[src/rtl/uart_pkg.sv]
// uart_pkg: types and constants shared by the UART receiver, transmitter and command framer.
package uart_pkg;

    // Start bit + 8 data bits + stop bit.
    localparam int BITS_PER_FRAME = 10;

    typedef enum logic {WAIT_HI, WAIT_LO} framer_state_t;

endpackage

[src/rtl/uart_cmd_framer.sv]
// uart_cmd_framer: pairs received UART bytes into 16-bit commands, with an inter-byte timeout and overrun flag.
//   clk          in   system clock, rising edge
//   rst_n        in   asynchronous reset, active low
//   rx_data      in   [7:0] byte from receiver, valid while rx_rdy high
//   rx_rdy       in   receiver byte-ready, pulse or held level
//   clr_rx_rdy   out  1-cycle acknowledge of a consumed byte
//   cmd          out  [15:0] assembled command {high_byte, low_byte}
//   cmd_rdy      out  command valid, held until clr_cmd_rdy
//   clr_cmd_rdy  in   consumer acknowledge, clears cmd_rdy and overrun
//   overrun      out  sticky: a command completed while cmd_rdy was still high
//   timeout      out  1-cycle pulse: high byte dropped, low byte never arrived
module uart_cmd_framer
    import uart_pkg::*;
#(
    parameter int CLK_RATE     = 50_000_000,
    parameter int BAUD_RATE    = 19200,
    parameter int GAP_BYTES    = 4,
    parameter int TIMEOUT_CLKS = (CLK_RATE / BAUD_RATE) * BITS_PER_FRAME * GAP_BYTES
) (
    input  logic        clk,
    input  logic        rst_n,
    input  logic [7:0]  rx_data,
    input  logic        rx_rdy,
    output logic        clr_rx_rdy,
    output logic [15:0] cmd,
    output logic        cmd_rdy,
    input  logic        clr_cmd_rdy,
    output logic        overrun,
    output logic        timeout
);

    localparam int TW = (TIMEOUT_CLKS > 1) ? $clog2(TIMEOUT_CLKS) : 1;
    localparam logic [TW-1:0] T_LAST = TW'(TIMEOUT_CLKS - 1);

    framer_state_t state, state_next;
    logic [TW-1:0] timer;
    logic [7:0]    hi_reg;
    logic          rx_rdy_q;
    logic          accept;
    logic          load_hi;
    logic          done;

    // Rising-edge detect so a receiver that holds rx_rdy high yields one byte.
    assign accept = rx_rdy & ~rx_rdy_q;

    always_comb begin
        state_next = state;
        load_hi    = 1'b0;
        done       = 1'b0;
        timeout    = 1'b0;
        case (state)
            WAIT_HI: begin
                load_hi    = accept;
                state_next = accept ? WAIT_LO : WAIT_HI;
            end
            WAIT_LO: begin
                // A byte arriving on the terminal count still completes the command.
                done       = accept;
                timeout    = ~accept & (timer == T_LAST);
                state_next = (done | timeout) ? WAIT_HI : WAIT_LO;
            end
            default: state_next = WAIT_HI;
        endcase
    end

    always_ff @(posedge clk or negedge rst_n) begin
        if (!rst_n) begin
            state      <= WAIT_HI;
            timer      <= '0;
            hi_reg     <= '0;
            rx_rdy_q   <= 1'b0;
            clr_rx_rdy <= 1'b0;
            cmd        <= '0;
            cmd_rdy    <= 1'b0;
            overrun    <= 1'b0;
        end else begin
            state      <= state_next;
            rx_rdy_q   <= rx_rdy;
            clr_rx_rdy <= accept;
            // Leaving WAIT_LO always resets the timer, so it can never wrap.
            timer      <= (state == WAIT_LO && state_next == WAIT_LO) ? timer + 1'b1 : '0;
            if (load_hi)
                hi_reg <= rx_data;
            else if (timeout)
                hi_reg <= '0;
            if (done)
                cmd <= {hi_reg, rx_data};
            // A completion beats a simultaneous acknowledge and is not an overrun.
            cmd_rdy <= done | (cmd_rdy & ~clr_cmd_rdy);
            overrun <= ~clr_cmd_rdy & (overrun | (done & cmd_rdy));
        end
    end

endmodule

[config.mk]
export PLATFORM = sky130hd
export DESIGN_NAME = uart_cmd_framer
export DESIGN_NICKNAME = d
export VERILOG_FILES = /design/src/rtl/uart_pkg.sv /design/src/rtl/uart_cmd_framer.sv
export SDC_FILE = /design/constraint.sdc
export NUM_CORES = 1
export LEC_CHECK = 0
export CELL_PAD_IN_SITES_DETAIL_PLACEMENT = 1
export CELL_PAD_IN_SITES_GLOBAL_PLACEMENT = 1
export CORE_ASPECT_RATIO = 0.9
export CORE_MARGIN = 5
export CORE_UTILIZATION = 42
export CTS_CLUSTER_DIAMETER = 100
export DETAILED_ROUTE_END_ITERATION = 8
export GPL_TIMING_DRIVEN = 0
export HOLD_SLACK_MARGIN = 0.08
export PLACE_DENSITY_LB_ADDON = 0.05
export SLEW_MARGIN = 20
export SYNTH_ARGS = -nofsm -noshare
export SYNTH_HDL_FRONTEND = slang
export SYNTH_SLANG_ARGS = --single-unit
[constraint.sdc]
create_clock -name clk -period 2.9 [get_ports clk]
set_clock_uncertainty 0.05 [all_clocks]
set_input_delay 0.58 -clock clk [delete_from_list [all_inputs] [get_ports clk]]
set_output_delay 0.58 -clock clk [all_outputs]
set_load 0.1 [all_outputs]
-- Yosys cells after proc, flatten, opt, wreduce, memory -nomap -nowiden
Index checks and enable logic that the tools add are counted.
- bitwise operators: 12
- reductions and logical operators: 2
- muxes and demuxes: 9
- $add $sub $neg: 1
- equal/unequal tests: 1
- operators with widths (cell ; count):
    adder 17 x 1 -> 17 bit (second input constant) ; 1
    equality test 17 bit (second input constant) ; 1
    two-way mux 17 bit ; 1
    two-way mux 8 bit ; 2
    bitwise AND 1 bit ; 5
    two-way mux 1 bit ; 5
    NOT 1 bit ; 4
    bitwise OR 1 bit ; 3
    one-hot mux 1 bit (2 select lines) ; 1
    nonzero test 2 bit ; 1
    logical AND 1 bit ; 1
- input bits: 12
- logic and storage cells: 33
- bits in registers: 46

-- Logic depth before layout (Yosys ltp)
Gate-level depths: netlist of run 1.
- word-level depth: 9
- depth in mapped cells: 7
- depth with buffers taken out: 5

-- Least setup slack after synthesis of run 1
No wires, ideal clock.
- kind: register to output
- from: register timer[0]
- to: output port timeout
- data required time: 2.270 ns
- stages on the path, launching flop included: 6
- data arrival time: 1.995 ns
- slack: 0.275 ns
- path through: dfrtp_1 ha_1 and4_1 buf_2 nand4_1 nor2_2
- cells in the longest elaborated chain, start to end: 3
- RTL lines (what ; RTL line ; RTL):
    start, declared ; uart_cmd_framer.sv:36 ; logic [TW-1:0] timer;
    start signal, assigned ; uart_cmd_framer.sv:81 ; timer <= (state == WAIT_LO && state_next == WAIT_LO) ? timer + 1'b1 : '0;
    equality test 17 bit ; uart_cmd_framer.sv:59 ; timeout = ~accept & (timer == T_LAST);
    bitwise AND 1 bit ; uart_cmd_framer.sv:59 ;
    two-way mux 1 bit ; uart_cmd_framer.sv:51 ; case (state)
    end, declared ; uart_cmd_framer.sv:29 ; output logic timeout
No other way between the ends.

-- Final worst setup path of run 1
Same ends and word-level chain as after synthesis.

==> results of run 1 <==
[worst max-delay path, delay by kind of cell (launching register included)]
family	cells	cell delay [ps]
fa+ha+maj	1	240
buf+inv	2	450
flops	1	430
simple gates	3	690
[area by class of cell]
| type | count | area [um^2] |
|---|---|---|
| flip-flops and latches | 46 | 1151 |
| clock inverters | 1 | 5.005 |
| inverters | 4 | 15.01 |
| well taps | 62 | 77.57 |
| multi-input cells | 106 | 774.5 |
| clock buffers | 7 | 86.33 |
| plain buffers | 5 | 26.28 |
| fillers | 490 | 2004 |
| repair buffers | 35 | 349.1 |
[worst max-delay path by stage]
stage / start / endpoint / slack (ps) / depth (start not counted)
5_1_grt: timer[0] / timeout / 50 / 6
3_3_place_gp: rx_rdy / timeout / -620 / 5
6_report: timer[0] / timeout / 170 / 6
2_1_floorplan: timer[0] / timeout / 280 / 5
4_1_cts: timer[0] / timeout / 40 / 6
3_5_place_dp: rx_rdy / timeout / -660 / 5
[synth_stat cells (all sizes together), types with 4 or more instances]
master	instances
dfrtp	46
nor2	27
mux2	16
mux2i	8
nand3	7
nand4	7
xnor2	7
xor2	6
nand2	5
buf	4
inv	4
[power by group]
part	switching (mW)	total (mW)	leakage (nW)	internal [mW]
Sequential	0.0741	0.855	0.584	0.781
Clock	0.208	0.400	0.0482	0.192
Combinational	0.886	1.17	0.427	0.281
[through the flow]
| stage | hold slack, ps | worst slack (ps) | TNS [ps] | utilization |
|---|---|---|---|---|
| finish | 169.5 | 171.7 | 0 | 0.5535 |
| global route | 201.5 | 47.64 | 0 | 0.5535 |
| CTS | 169.5 | 40.77 | 0 | 0.5477 |
| detailed placement | 441.0 | -657.3 | -657.3 | 0.5268 |
| global placement | 431.7 | -620.0 | -620.0 | 0.5234 |
| floorplan | 234.4 | 275.3 | 0 | - |
[cells by family after synthesis]
family,share of synthesized area
AND/OR/NAND/NOR,0.1735
AO/OA/AOI/OAI,0.02168
adder cells (fa/ha/maj),0.006377
flip-flops,0.5867
XOR/XNOR,0.05804
multiplexers,0.1327
buffers and inverters,0.02104
[routing by layer]
metal	global-route usage	wire (um)	vias up
met5	0	0	-
met4	0.06089	32	0
met3	0.02990	137	3
met2	0.2664	2154	23
met1	0.2014	1936	680
li1	-	-	637
[timing repair]
item,CTS,global route
pin swaps,0,1
buffers inserted,0,3
setup endpoints to repair,1,1
gates cloned,0,0
gates resized for setup,7,1
==> results.sh, run 1 <==
export IMPL_status="complete, no violations"
export IMPL_hold_path_class="in2async"
export IMPL_finalWirelength_um=4260
export IMPL_drc=0
export IMPL_fin_nets=216
export IMPL_synth_edf_count=0
export IMPL_dieWidth_um=82.04
export IMPL_overflow=0
export IMPL_reg2reg_setup_slack_ps=940
export IMPL_slowest_stage="dfrtp_1"
export IMPL_hold_viol_final=0
export IMPL_r2r_start="timer[0]"
export IMPL_worstSetupStartpointType="flip-flop"
export IMPL_cts_sinks=46
export IMPL_placed_cells=255
export IMPL_cts_tree="built"
export IMPL_fp_dieArea_um2=6140
export IMPL_ys_ff_latch=46
export IMPL_path_class="reg2out"
export IMPL_cts_made_buffers=5
export IMPL_routabilityCongestion=0.7471
export IMPL_dp_hpwl_um=3142
export IMPL_boundaryPins=32
export IMPL_drive_gt1_frac=0.2059
export IMPL_drt_iter0_markers=40
export IMPL_wire_per_inst_um=16.02
export IMPL_cts_root_buf="clkbuf_8"
export IMPL_fp_dieH_um=74.84
export IMPL_synthFlopType="dfrtp_1"
export IMPL_fin_crit_sh=0.9408
export IMPL_initial_utilization=0.4370
export IMPL_vdd_ir_drop_max_mv=0.5502
export IMPL_synthArstFlopShare=1.000
export IMPL_rows=23
export IMPL_fmax_mhz=366.5
export IMPL_synth_top_area_frac=0.5867
export IMPL_area_growth_pct=26.66
export IMPL_insertedDiodeCount=0
export IMPL_cellLeakagePower_nw=1.059
export IMPL_worstPathArrival_ps=2100
export IMPL_power_mw=2.422
export IMPL_largest_reg_flops=17
export IMPL_dpl_cell_area_um2=2365
export IMPL_path_max_fanout=7
export IMPL_rsz0062_at_grt="no"
export IMPL_power_density_nw_per_um2=974.8
export IMPL_core_area_um2=4489
export IMPL_synth_area_um2=1962
export IMPL_port_buffer_count=31
export IMPL_final_cell_mix="dfrtp_1 (46), clkdlybuf4s50_1 (29), nor2_1 (25)"
export IMPL_ant_nets=0
export IMPL_hold_buffers=0
export IMPL_grt_pass1_wl_um=7203
export IMPL_grt_max_degree=29
export IMPL_num_vias=1343
export IMPL_via_per_inst=5.049
export IMPL_tightest_slew_ps=978.0
export IMPL_clock_latency_ps=290
export IMPL_grt_pass1_vias=1476
export IMPL_ys_types=34
export IMPL_rr_worst_depth=7
export IMPL_required_ps=2270
export IMPL_ys_warn_count=0
export IMPL_final_area_um2=2485
export IMPL_cap_violations=0
export IMPL_dr_pass1_iters=4
export IMPL_syn_instance_count=161
export IMPL_worst_setup_path_end_kind="primary output"
export IMPL_synthTopCellsByArea="dfrtp_1 (59%), mux2_2 (9.2%), nor2_1 (4.8%)"
export IMPL_slew_violations=0
export IMPL_max_slew_margin=0.3460
export IMPL_setup_violations=0
export IMPL_yosys_area_top_type="dfrtp_1"
export IMPL_clkTransAtPathRegs_ps=80
export IMPL_final_common_cell="dfrtp_1"
export IMPL_antenna_found_initial=0
export IMPL_max_stage_delay_ps=430
export IMPL_track_usage=0.1576
export IMPL_ys_seq_area_frac=0.5867
export IMPL_clockBufferDepth=2
export IMPL_cp_cell_sequence="ha_1 -> and4_1 -> buf_2 -> nand4_1 -> nor2_4 -> buf_6"
export IMPL_fin_crit_ps=2728
export IMPL_reg2reg_to="timer[13]"
export IMPL_syn_nets=174
export IMPL_ctsHtreeMaxLevel=2
export IMPL_synth_area_per_cell_um2=12.19
export IMPL_fin_cells=266
(Power assumes the default switching activity.)
==> inputs of run 2 (changes only) <==
- CORE_ASPECT_RATIO: 0.9 -> default
==> run 2 against run 1 <==
Net effect: utilization is 0.81 points higher; largest power group unchanged; worst setup slack got worse by 13 ps; register-to-register slack hardly changed; combinational power about the same; worst hold slack lost 7.3 ps; routed wire length grew 3.2%; clock power is 42% higher; fmax shrank 0.48%; first-iteration DRC count is 33% higher; largest cell class unchanged; die area about the same; sequential cell count did not move; highest routed layer unchanged; total power up 7.0%.
==> results.sh, run 2 (synthesis gave the netlist of run 1 again) <==
export IMPL_status="complete, no violations"
export IMPL_fp_dieH_um=78.35
export IMPL_ant_nets=0
export IMPL_cts_root_buf="clkbuf_8"
export IMPL_final_cell_mix="dfrtp_1 (46), clkdlybuf4s50_1 (29), nor2_1 (25)"
export IMPL_drive_gt1_frac=0.1990
export IMPL_cap_violations=0
export IMPL_largest_reg_flops=17
export IMPL_dp_hpwl_um=3200
export IMPL_hold_viol_final=0
export IMPL_core_area_um2=4444
export IMPL_slowest_stage="dfrtp_1"
export IMPL_hold_path_class="in2async"
export IMPL_initial_utilization=0.4414
export IMPL_num_vias=1389
export IMPL_max_slew_margin=0.3401
export IMPL_cellLeakagePower_nw=1.063
export IMPL_dr_pass1_iters=4
export IMPL_final_area_um2=2496
export IMPL_dieWidth_um=78.35
export IMPL_max_stage_delay_ps=430
export IMPL_setup_violations=0
export IMPL_vdd_ir_drop_max_mv=0.6387
export IMPL_via_per_inst=5.490
export IMPL_ctsHtreeMaxLevel=2
export IMPL_final_common_cell="dfrtp_1"
export IMPL_hold_buffers=0
export IMPL_drc=0
export IMPL_fillCellCount=466
export IMPL_fin_crit_sh=0.9454
export IMPL_fin_nets=213
export IMPL_worstPathArrival_ps=2110
export IMPL_wire_per_inst_um=17.38
export IMPL_grt_max_degree=29
export IMPL_power_mw=2.592
export IMPL_required_ps=2270
export IMPL_whs_ps=162.2
export IMPL_clockBufferDepth=2
export IMPL_fmax_mhz=364.8
export IMPL_tightest_slew_ps=986.8
export IMPL_cts_sinks=46
export IMPL_worst_setup_path_end_kind="primary output"
export IMPL_insertedDiodeCount=0
export IMPL_clock_latency_ps=300
export IMPL_grt_pass1_wl_um=7638
export IMPL_finalWirelength_um=4397
export IMPL_r2r_start="timer[0]"
export IMPL_port_buffer_count=31
export IMPL_path_max_fanout=9
export IMPL_worstSetupStartpointType="flip-flop"
export IMPL_rsz0062_at_grt="no"
export IMPL_area_growth_pct=27.23
export IMPL_cts_tree="built"
export IMPL_power_density_nw_per_um2=1038
export IMPL_cts_made_buffers=5
export IMPL_antenna_found_initial=0
export IMPL_cts_setup_buffers=0
export IMPL_grt_pass1_vias=1484
export IMPL_clkTransAtPathRegs_ps=90
export IMPL_overflow=0
export IMPL_reg2reg_to="timer[13]"
export IMPL_reg2reg_setup_slack_ps=940
export IMPL_boundaryPins=32
export IMPL_path_class="reg2out"
export IMPL_routabilityCongestion=0.7409
export IMPL_slew_violations=0
export IMPL_rr_worst_depth=7
export IMPL_fin_cells=253
export IMPL_drt_iter0_markers=53
export IMPL_fin_crit_ps=2742
export IMPL_rows=24
export IMPL_dpl_cell_area_um2=2352
export IMPL_cp_cell_sequence="ha_1 -> and4_1 -> buf_2 -> nand4_1 -> nor2_4 -> buf_6"
export IMPL_placed_cells=245
export IMPL_track_usage=0.1614
export IMPL_fp_dieArea_um2=6138
[run 2: cell types whose count changed in the layout (fill, tap and decap cells not counted), sizes merged]
cell / change
buf: -3
bufinv: +2
clkbuf: -2
[run 2: layout make-up]
type | instances | area, um^2 | share of cell area
clock buffer | 5 | 68.82 | 0.02757
timing repair buffer | 32 | 326.6 | 0.1308
sequential | 46 | 1151 | 0.4612
tap | 52 | 65.06 | 0.02607
multi-input combinational | 106 | 774.5 | 0.3103
inverter | 4 | 15.01 | 0.006015
clock inverter | 3 | 68.82 | 0.02757
buffer | 5 | 26.28 | 0.01053
[run 2: worst max path at each step]
stage | start | end | slack, ps | depth (start not counted)
final | timer[0] | timeout | 160 | 6
after detailed placement | rx_rdy | timeout | -620 | 5
after global routing | timer[0] | timeout | 1 | 6
after global placement | rx_rdy | timeout | -630 | 5
after CTS | timer[0] | timeout | 50 | 6
after floorplan | timer[0] | timeout | 280 | 5
[run 2: critical path, delay by kind of cell (launching register included)]
kind,cells,cell delay (ps)
flip-flops,1,430
buffers and inverters,2,460
AND/OR/NAND/NOR,3,690
adder cells (fa/ha/maj),1,240
[run 2: per-layer routing]
layer | GRT usage | vias up | routed length, um
li1 | - | 634 | -
met1 | 0.1982 | 715 | 1924
met2 | 0.2680 | 34 | 2196
met3 | 0.04805 | 6 | 200
met4 | 0.06294 | 0 | 76
met5 | 0 | - | 0
[run 2: what timing repair did]
action,CTS,global route
pin swaps,0,0
setup endpoints to repair,1,1
resized for setup,7,1
[run 2: through the flow]
stage | setup WS [ps] | TNS, ps | util
4_1_cts | 47.12 | 0 | 0.5608
5_1_grt | 1.212 | 0 | 0.5617
6_report | 158.4 | 0 | 0.5617
3_3_place_gp | -626.5 | -626.5 | 0.5259
3_5_place_dp | -616.0 | -616.0 | 0.5293
2_1_floorplan | 275.3 | 0 | -
[run 2: report_power, final]
part	leakage (nW)	switching (mW)	internal [mW]	total, mW
Combinational	0.411	0.887	0.281	1.17
Clock	0.0683	0.222	0.345	0.567
Sequential	0.584	0.0754	0.781	0.856
==> inputs of run 3 (changes only) <==
- ABC_CLOCK_PERIOD_IN_PS: default -> 2900
- SLEW_MARGIN: 20 -> default
==> results of run 3 <==
Same layout as run 2: the final DEF is identical, and so are final timing and power.
